`src/rtl/hamming_pkg.sv`:
```
// rtl/hamming_pkg.sv - frame constants, position table and FSM encoding for the Hamming receiver
// Optional feature macro: HAMMING_PARIDADE_GLOBAL_EN (adds position 16 overall parity, SECDED)
package hamming_pkg;

  localparam int FRAME_LEN_BASE   = 15;
  localparam int FRAME_LEN_SECDED = 16;

`ifdef HAMMING_PARIDADE_GLOBAL_EN
  localparam int FRAME_LEN = FRAME_LEN_SECDED;
`else
  localparam int FRAME_LEN = FRAME_LEN_BASE;
`endif

  localparam int DATA_W = 11;
  localparam int SIND_W = 4;

  // Parity bits sit at the power-of-two positions; each one covers the
  // positions whose index has the same bit set.
  localparam int POS_P1 = 1;
  localparam int POS_P2 = 2;
  localparam int POS_P4 = 4;
  localparam int POS_P8 = 8;

  typedef enum logic [1:0] {
    IDLE    = 2'd0,
    RECEBE  = 2'd1,
    ENTREGA = 2'd2
  } estado_t;

  // Parity position that drives syndrome bit j.
  function automatic int parity_pos(input int j);
    case (j)
      0:       return POS_P1;
      1:       return POS_P2;
      2:       return POS_P4;
      default: return POS_P8;
    endcase
  endfunction

  // Codeword position holding dado[k]; data fills the non-parity slots in ascending order.
  function automatic int data_pos(input int k);
    case (k)
      0:       return 3;
      1:       return 5;
      2:       return 6;
      3:       return 7;
      4:       return 9;
      5:       return 10;
      6:       return 11;
      7:       return 12;
      8:       return 13;
      9:       return 14;
      default: return 15;
    endcase
  endfunction

endpackage

```
`src/rtl/hamming_sindrome.sv`:
```
// rtl/hamming_sindrome.sv - combinational syndrome, single-bit correction and data extraction
// Optional feature macro: HAMMING_PARIDADE_GLOBAL_EN (overall parity decides correct vs double error)
module hamming_sindrome
  import hamming_pkg::*;
(
  input  logic [FRAME_LEN-1:0] frame,
  output logic [DATA_W-1:0]    dado,
  output logic [SIND_W-1:0]    sindrome,
  output logic                 corrigido,
  output logic                 erro_duplo
);

  logic [SIND_W-1:0]         sind;
  logic                      flip_en;
  logic [FRAME_LEN_BASE-1:0] fixed;

  // Syndrome over positions 1..15, correction decision, then data pick-out
  always_comb begin
    sind = '0;
    for (int j = 0; j < SIND_W; j++) begin
      for (int p = 1; p <= FRAME_LEN_BASE; p++) begin
        if ((p & parity_pos(j)) != 0) begin
          sind[j] = sind[j] ^ frame[p-1];
        end
      end
    end

`ifdef HAMMING_PARIDADE_GLOBAL_EN
    // Odd overall parity means an odd number of flips: trust the syndrome.
    // Nonzero syndrome with even parity is two flips and must not be touched.
    flip_en    = (sind != '0) && (^frame);
    corrigido  = ^frame;
    erro_duplo = (sind != '0) && !(^frame);
`else
    flip_en    = (sind != '0);
    corrigido  = (sind != '0);
    erro_duplo = 1'b0;
`endif

    fixed = frame[FRAME_LEN_BASE-1:0];
    for (int p = 1; p <= FRAME_LEN_BASE; p++) begin
      if (flip_en && (sind == 4'(p))) begin
        fixed[p-1] = ~fixed[p-1];
      end
    end

    dado = '0;
    for (int k = 0; k < DATA_W; k++) begin
      dado[k] = fixed[data_pos(k)-1];
    end

    sindrome = sind;
  end

endmodule

```
`src/rtl/receptor_hamming.sv`:
```
// rtl/receptor_hamming.sv - serial Hamming frame receiver with correction and corrected-frame counter
// Optional feature macro: HAMMING_PARIDADE_GLOBAL_EN (16-bit SECDED frame, erro_duplo active)
module receptor_hamming
  import hamming_pkg::*;
#(
  parameter int CONT_W = 8
) (
  input  logic              clk,
  input  logic              rst_n,
  input  logic              serial_in,
  input  logic              serial_valid,
  input  logic              start,
  output logic [DATA_W-1:0] dado,
  output logic              dado_valid,
  output logic              corrigido,
  output logic [SIND_W-1:0] sindrome,
  output logic              erro_duplo,
  output logic [CONT_W-1:0] cont_corrigidos,
  output logic              busy
);

  localparam logic [3:0] LAST_IDX = 4'(FRAME_LEN - 1);

  estado_t                estado_q;
  estado_t                estado_d;
  logic [FRAME_LEN-1:0]   frame_q;
  logic [FRAME_LEN-1:0]   frame_d;
  logic [3:0]             pos_q;
  logic [3:0]             pos_d;
  logic                   carrega_inicio;
  logic                   carrega_prox;
  logic                   ultimo;
  logic [DATA_W-1:0]      dec_dado;
  logic [SIND_W-1:0]      dec_sindrome;
  logic                   dec_corrigido;
  logic                   dec_erro_duplo;

  // State register
  always_ff @(posedge clk) begin
    if (!rst_n) begin
      estado_q <= IDLE;
    end else begin
      estado_q <= estado_d;
    end
  end

  // Next-state logic
  always_comb begin
    estado_d = estado_q;
    case (estado_q)
      IDLE:    if (carrega_inicio) estado_d = RECEBE;
      RECEBE:  if (ultimo) estado_d = ENTREGA;
      ENTREGA: estado_d = carrega_inicio ? RECEBE : IDLE;
      default: estado_d = IDLE;
    endcase
  end

  // FSM outputs and bit-load strobes; a start bit always opens a fresh frame
  always_comb begin
    carrega_inicio = serial_valid && start;
    carrega_prox   = (estado_q == RECEBE) && serial_valid && !start;
    ultimo         = carrega_prox && (pos_q == LAST_IDX);
    busy           = (estado_q == RECEBE);
    dado_valid     = (estado_q == ENTREGA);
  end

  // Next frame contents including the bit sampled this cycle
  always_comb begin
    frame_d = frame_q;
    pos_d   = pos_q;
    if (carrega_inicio) begin
      frame_d[0] = serial_in;
      pos_d      = 4'd1;
    end else if (carrega_prox) begin
      frame_d[pos_q] = serial_in;
      pos_d          = pos_q + 4'd1;
    end
  end

  // Frame shift storage and write position
  always_ff @(posedge clk) begin
    if (!rst_n) begin
      frame_q <= '0;
      pos_q   <= '0;
    end else begin
      frame_q <= frame_d;
      pos_q   <= pos_d;
    end
  end

  // Decoding works on the next-frame view so results land as ENTREGA begins
  hamming_sindrome u_sindrome (
    .frame      (frame_d),
    .dado       (dec_dado),
    .sindrome   (dec_sindrome),
    .corrigido  (dec_corrigido),
    .erro_duplo (dec_erro_duplo)
  );

  // Result registers, held until the next frame completes; saturating counter
  always_ff @(posedge clk) begin
    if (!rst_n) begin
      dado            <= '0;
      sindrome        <= '0;
      corrigido       <= 1'b0;
      erro_duplo      <= 1'b0;
      cont_corrigidos <= '0;
    end else if (ultimo) begin
      dado       <= dec_dado;
      sindrome   <= dec_sindrome;
      corrigido  <= dec_corrigido;
      erro_duplo <= dec_erro_duplo;
      if (dec_corrigido && (cont_corrigidos != {CONT_W{1'b1}})) begin
        cont_corrigidos <= cont_corrigidos + 1'b1;
      end
    end
  end

endmodule

```
`config.mk`:
```
export PLATFORM = sky130hd
export DESIGN_NAME = receptor_hamming
export DESIGN_NICKNAME = d
export VERILOG_FILES = /design/src/rtl/hamming_pkg.sv /design/src/rtl/hamming_sindrome.sv /design/src/rtl/receptor_hamming.sv
export SDC_FILE = /design/constraint.sdc
export NUM_CORES = 1
export LEC_CHECK = 0
export ABC_AREA = 1
export CAP_MARGIN = 20
export CORE_ASPECT_RATIO = 0.9
export CORE_MARGIN = 2
export CORE_UTILIZATION = 40
export CTS_CLUSTER_SIZE = 14
export DETAILED_ROUTE_END_ITERATION = 8
export PLACE_DENSITY_LB_ADDON = 0.25
export SYNTH_ARGS = -nofsm -noshare
export SYNTH_HDL_FRONTEND = slang
export SYNTH_HIERARCHICAL = 1
export SYNTH_SLANG_ARGS = --single-unit
```
`constraint.sdc`:
```
create_clock -name clk -period 2.85 [get_ports clk]
set_clock_uncertainty 0.05 [all_clocks]
set_input_delay 0.57 -clock clk [delete_from_list [all_inputs] [get_ports clk]]
set_output_delay 0.57 -clock clk [all_outputs]
set_load 0.005 [all_outputs]
```
# After elaboration in Yosys (flattened, before gate mapping)
# Cells that the tools add are included.
# totals
register_bits,45
in_bits,5
output_inout_bits,27
wordCells,116
# op_classes
n_lt_le_gt_ge,2
n_bitwise,40
eq_ne,17
n_mux,23
n_addsub,2
n_reduce_logical,24
# op_table
cell,n
"equality test 4 bit, second input constant",8
bitwise XOR 1 bit,28
logical AND 1 bit,17
2-to-1 mux 1 bit,16
bitwise mux 15 bit,1
2-to-1 mux 15 bit,1
2-to-1 mux 14 bit,1
"equality test 4 x 3 -> 1 bit, second input constant",3
inverter 1 bit,12
"adder 8 x 1 -> 8 bit, second input constant",1
"!= test 8 bit, second input constant",1
case mux 2 bit (3 select lines),1
"< comparator 4 x 5 -> 1 bit, second input constant",1
"adder 4 x 1 -> 4 bit, second input constant",1
demux 1 bit (select 4 bit),1
"equality test 4 x 2 -> 1 bit, second input constant",1
"greater-or-equal comparator 4 x 1 -> 1 bit, second input constant",1
2-to-1 mux 2 bit,2
AND reduction 2 bit,2
nonzero test 4 bit,1
"equality test 2 x 1 -> 1 bit, second input constant",1
"equality test 2 bit, second input constant",1
zero test 2 bit,1
"!= test 2 x 1 -> 1 bit, second input constant",1
4 further kinds,4

# Logic depth before layout (Yosys ltp)
# depth
depth_word,17
ltp_mapped,25
mapped_depth_nobuf,24

# By module
# The synthesis kept the hierarchy.
# by_module_without_submodules
mod,area_per_inst_um2,seq_area_each_um2,n_inst,cells_each
receptor_hamming,2240.9,920.9,1,320
hamming_sindrome,900.9,0.0,1,170

# Worst setup path before layout
# No wires, ideal clock.
# synth_timing
kind,in2reg
start,input start
end,register cont_corrigidos[1]
arrival_time_ps,2539
t_required_ps,2668
n_path_buf,2
setup_slack_ps,128
cell_stages,22
setup_ps,132
path_cell_list,inv_1 nand2_1 nor2_4 buf_6 buf_4 nand2_1 nand2_1 inv_1 nand2_2 nand2_2 nand2_2 nand2_2 nand2_4 nand2_2 nand2_4 nand2_8 nand2_2 inv_2 nand2_1 nand2_1 o21ai_0 a21oi_1
# synth_via
elab_chain_len,14
elab_cells_between_ends,38
cone_classes,3 x mux; 28 x bitwise; 7 x reduce/logical
# synth_lines
item,line_no,source
"start, declared",receptor_hamming.sv:12,"input logic start,"
zero test 1 bit,receptor_hamming.sv:61,carrega_prox = (estado_q == RECEBE) && serial_valid && !start;
logical AND 1 bit,receptor_hamming.sv:61,
2-to-1 mux 15 bit,receptor_hamming.sv:74,end else if (carrega_prox) begin
2-to-1 mux 14 bit *,receptor_hamming.sv:71,if (carrega_inicio) begin
named net frame_d[8],receptor_hamming.sv:27,logic [FRAME_LEN-1:0] frame_d;
bitwise XOR 1 bit (7 in a row),hamming_sindrome.sv:23,sind[j] = sind[j] ^ frame[p-1];
nonzero test 4 bit *,hamming_sindrome.sv:36,corrigido = (sind != '0);
named net dec_corrigido,receptor_hamming.sv:35,logic dec_corrigido;
logical AND 1 bit *,receptor_hamming.sv:113,if (dec_corrigido && (cont_corrigidos != {CONT_W{1'b1}})) begin
AND reduction 2 bit (no source line) *,-,
"end signal, assigned",receptor_hamming.sv:114,cont_corrigidos <= cont_corrigidos + 1'b1;
"end, declared",receptor_hamming.sv:18,"output logic [CONT_W-1:0] cont_corrigidos,"
# Mark *: on every way through the listed nets, which the timed path passes. The rest lies on a longest branch.
# A chain may end at the register's enable or synchronous reset.

# Worst setup path in the final report
# layout_timing
start,input serial_valid
end,register dado[4]
# layout_via
elab_cells_between_ends,40
cone_classes,1 x eq/ne; 4 x mux; 29 x bitwise; 6 x reduce/logical
# layout_lines
item,line_no,source
"start, declared",receptor_hamming.sv:11,"input logic serial_valid,"
logical AND 1 bit (2 in a row),receptor_hamming.sv:61,
2-to-1 mux 15 bit,receptor_hamming.sv:74,
2-to-1 mux 14 bit *,receptor_hamming.sv:71,
named net frame_d[6],receptor_hamming.sv:27,
bitwise XOR 1 bit * (5 in a row),hamming_sindrome.sv:23,
named net dec_sindrome[2],receptor_hamming.sv:34,logic [SIND_W-1:0] dec_sindrome;
equality test 4 bit / nonzero test 4 bit (equally long branches),"hamming_sindrome.sv:42, hamming_sindrome.sv:35",
logical AND 1 bit *,hamming_sindrome.sv:42,if (flip_en && (sind == 4'(p))) begin
2-to-1 mux 1 bit *,hamming_sindrome.sv:42,
named net dec_dado[4],receptor_hamming.sv:33,logic [DATA_W-1:0] dec_dado;
"end signal, assigned",receptor_hamming.sv:109,dado <= dec_dado;
"end, declared",receptor_hamming.sv:13,"output logic [DATA_W-1:0] dado,"
# Marks and branches as above.

==> metrics.cfg <==
[route]
drc=0
drt_iter0_markers=71
viasPerCell=4.747
drtAntennaViolNets=0
wl_per_cell_um=11.97
dr.pass1.iters=4
wl_um=8199
vias=3252

[worst_setup_path]
cpMaxStageDelayCell=dlygate4sd2_1
cp_num_buf_inv=5
critPathMaxStageDelay_ns=0.25
cp_max_fo=7
critical_path_class=in2reg
cp-start-kind=primary input
crit_chain=dlygate4sd2_1 -> nand2_2 -> nor2_4 -> buf_6 -> buf_16 -> nand2_1 -> nand2_2 -> inv_2 -> nand2_1 -> nand2_1 -> nand2_1 -> nand2_1 -> nand2_2 -> nand2_4 -> nand2_1 -> nand2_2 -> buf_12 -> nor2_8 -> nand2_1 -> nand2_1 -> nand2_1 -> o21ai_1 -> nor2_1
cp_top_family=simple AND/OR/NAND/NOR gates
cp-end-kind=register
crit_top_cell=nand2_1
required_ns=3.01
cp.arrival_ns=2.83

[floorplanning]
rows=30
die-area_mm2=0.008580
coreArea_mm2=0.007582
die_h_um=88.08
fp.dieW_um=97.42
pin_count=32
initial_core_util_pct=41.44

[placed_design]
hpwl_um=6019
dp_cells=664
io_buffers=31
routabilityCongestion=0.8672

[yosys]
yosysWarnings=6
synth.net_count=502
post-synth-top-area-cell=dfxtp_1
synthCells=490
synth_area_mm2=0.003142
ys_types=36
syn_area_per_cell_um2=6.412
synth.area.top_cells=dfxtp_1 (29%), nand2_1 (21%), nor2_1 (6.1%), nand3_1 (4.8%), inv_1 (4.3%)
synth_top_area_share_pct=29.31
ys_seq_area_share_pct=29.31
ys_seq_elements=46

[cells_and_area]
fin_cells=685
multi_input_area_mm2=0.002111
antenna_cells=0
syn2layout_area_growth_pct=40.70
seq_area_um2=928.4
fill_cells=736
layout_commonest_cell=nand2_1
final_nets=600
utilization_pct=58.30
drive_above_1_share_pct=31.07
final_cell_mix=nand2_1 (153), buf_4 (65), nor2_1 (50)

[sta]
fin_crit_sh_pct=93.67
finalHoldViolations=0
max_freq_mhz=374.6
finalSetupViolations=0
drv_slew=0
rsz0062_at_grt=no
post-route-min-period_ns=2.670

[power]
pwr-share-comb_pct=12.8
powerDensity_mw_per_mm2=280.0
p_int_uw=897.3
power_switching_uw=340.3
p_leak_uw=0.002000
power_frac_seq_pct=52.4
p_sw_share_pct=27.50
peakVddDrop_uv=301.7
pwr-share-clk_pct=34.8

[grt]
overflow=0
grt_pass1_wl_um=13800
first_global_vias=3074
antenna_found_initial=0
grt_usage_pct=19.48
grt_start_max_net_pins=22

[clocking]
numCtsBuffers=5
h-tree-depth=2
clockRootBuffer=clkbuf_8
cts_tree=done
clkSinkCount=46
clockBufferDepth=2
path_clk_slew_ns=0.10
clock_latency_ns=0.31

[flow_run]
max-cap-violations=0

[hold_path]
hold_class=reg2reg

[run_status]
status=complete, no violations

==> routing by layer <==
layer / vias up / global-route usage, % / wire length, µm
met5: - / 0 / 0
li1: 1719 / - / -
met3: 8 / 4.230 / 243
met4: 0 / 5.177 / 92
met1: 1481 / 24.13 / 3835
met2: 44 / 34.73 / 4027
==> cell families after synthesis <==
family / synth area share (%)
XOR/XNOR: 2.230
adder cells (fa/ha/maj): 2.788
other: 0.1194
AND/OR/NAND/NOR: 45.56
flip-flops: 29.31
AO/OA/AOI/OAI: 10.83
buffers and inverters: 9.160
==> area by class of cell <==
cell class / instances / share of cell area [%]
multi-input combinational: 382 / 47.75
inverter: 48 / 4.359
clock inverter: 3 / 0.5378
sequential: 46 / 21.00
clock buffer: 5 / 1.557
timing repair buffer: 105 / 22.08
tap: 96 / 2.717
==> power groups by stage <==
stage	sequential (µW)	combinational, µW	clock (µW)
2_1_floorplan	664	77.2	0
5_1_grt	649	171	474
4_1_cts	649	151	442
3_3_place_gp	663	142	0
3_5_place_dp	664	144	0
6_report	649	158	431
==> flip-flops by register name (all words and copies together) (netlist names) <==
signal	flops
sindrome	4
cont_corrigidos	8
frame_q	15
pos_q	4
estado_q	2
corrigido	1
erro_duplo	1
dado	11
==> worst paths after layout <==
check                    start            endpoint  slack [ns]  cells past startpoint
hold / removal       corrigido           corrigido        0.42                      2
setup reg to reg      pos_q[0]  cont_corrigidos[0]        0.20                     23
setup / recovery  serial_valid             dado[4]        0.18                     23
hold reg to reg      corrigido           corrigido        0.42                      2
==> what timing repair did <==
action	CTS	global route
hold buffers	0	0
gates resized for setup	32	41
buffers inserted	6	6
setup endpoints to repair	20	21
cloned	1	0
pin swaps	13	20
==> worst register-to-register path: stages (launching register included) <==
cell and delay [ns]:
dfxtp_2 0.34, inv_2 0.07, buf_4 0.12, ha_1 0.18
nand2_1 0.08, o21ai_0 0.20, nand2_2 0.10, nand2_4 0.12
buf_4 0.12, nand2_1 0.05, nand2_1 0.09, nand2_1 0.06
nand2_1 0.07, nand2_2 0.09, nand2_4 0.09, nand2_1 0.06
nand2_2 0.13, nor2_4 0.05, nand2_4 0.09, nand3_4 0.12
nor2_4 0.15, nand2_1 0.06, nand2_1 0.06, nor2_1 0.04
==> Yosys cell counts <==
master,count
a21boi_0,1
a21oi_1,21
a21oi_4,1
buf_2,2
buf_4,3
buf_6,3
buf_8,1
clkbuf_1,5
conb_1,1
dfxtp_1,46
ha_1,7
inv_1,36
inv_2,10
inv_4,1
inv_6,1
nand2_1,176
nand2_2,14
nand2_4,6
nand2_8,1
nand3_1,30
nand3_2,3
nand3_4,1
nand3b_1,3
nand3b_4,1
nor2_1,51
nor2_2,5
nor2_4,5
nor2_8,3
nor3_1,2
o21ai_0,26
o21ai_1,13
o21ai_2,1
o31ai_1,1
or2_1,1
xnor2_1,4
xor2_1,4
==> stage by stage <==
stage               cell area (µm²)  total power (µW)  TNS (ns)  hold WS (ns)  worst slack (ns)
finish                         4420              1238         0        0.4162            0.1803
global route                   4420              1294         0        0.4601          0.003172
CTS                            4243              1242         0        0.4193          0.005265
detailed placement             3993             807.6    -11.60        0.4045           -0.6271
global placement               3993             804.9    -9.445        0.4049           -0.4946
floorplan                      3142             741.3         0        0.4054            0.1285
(Power assumes the default switching activity.)
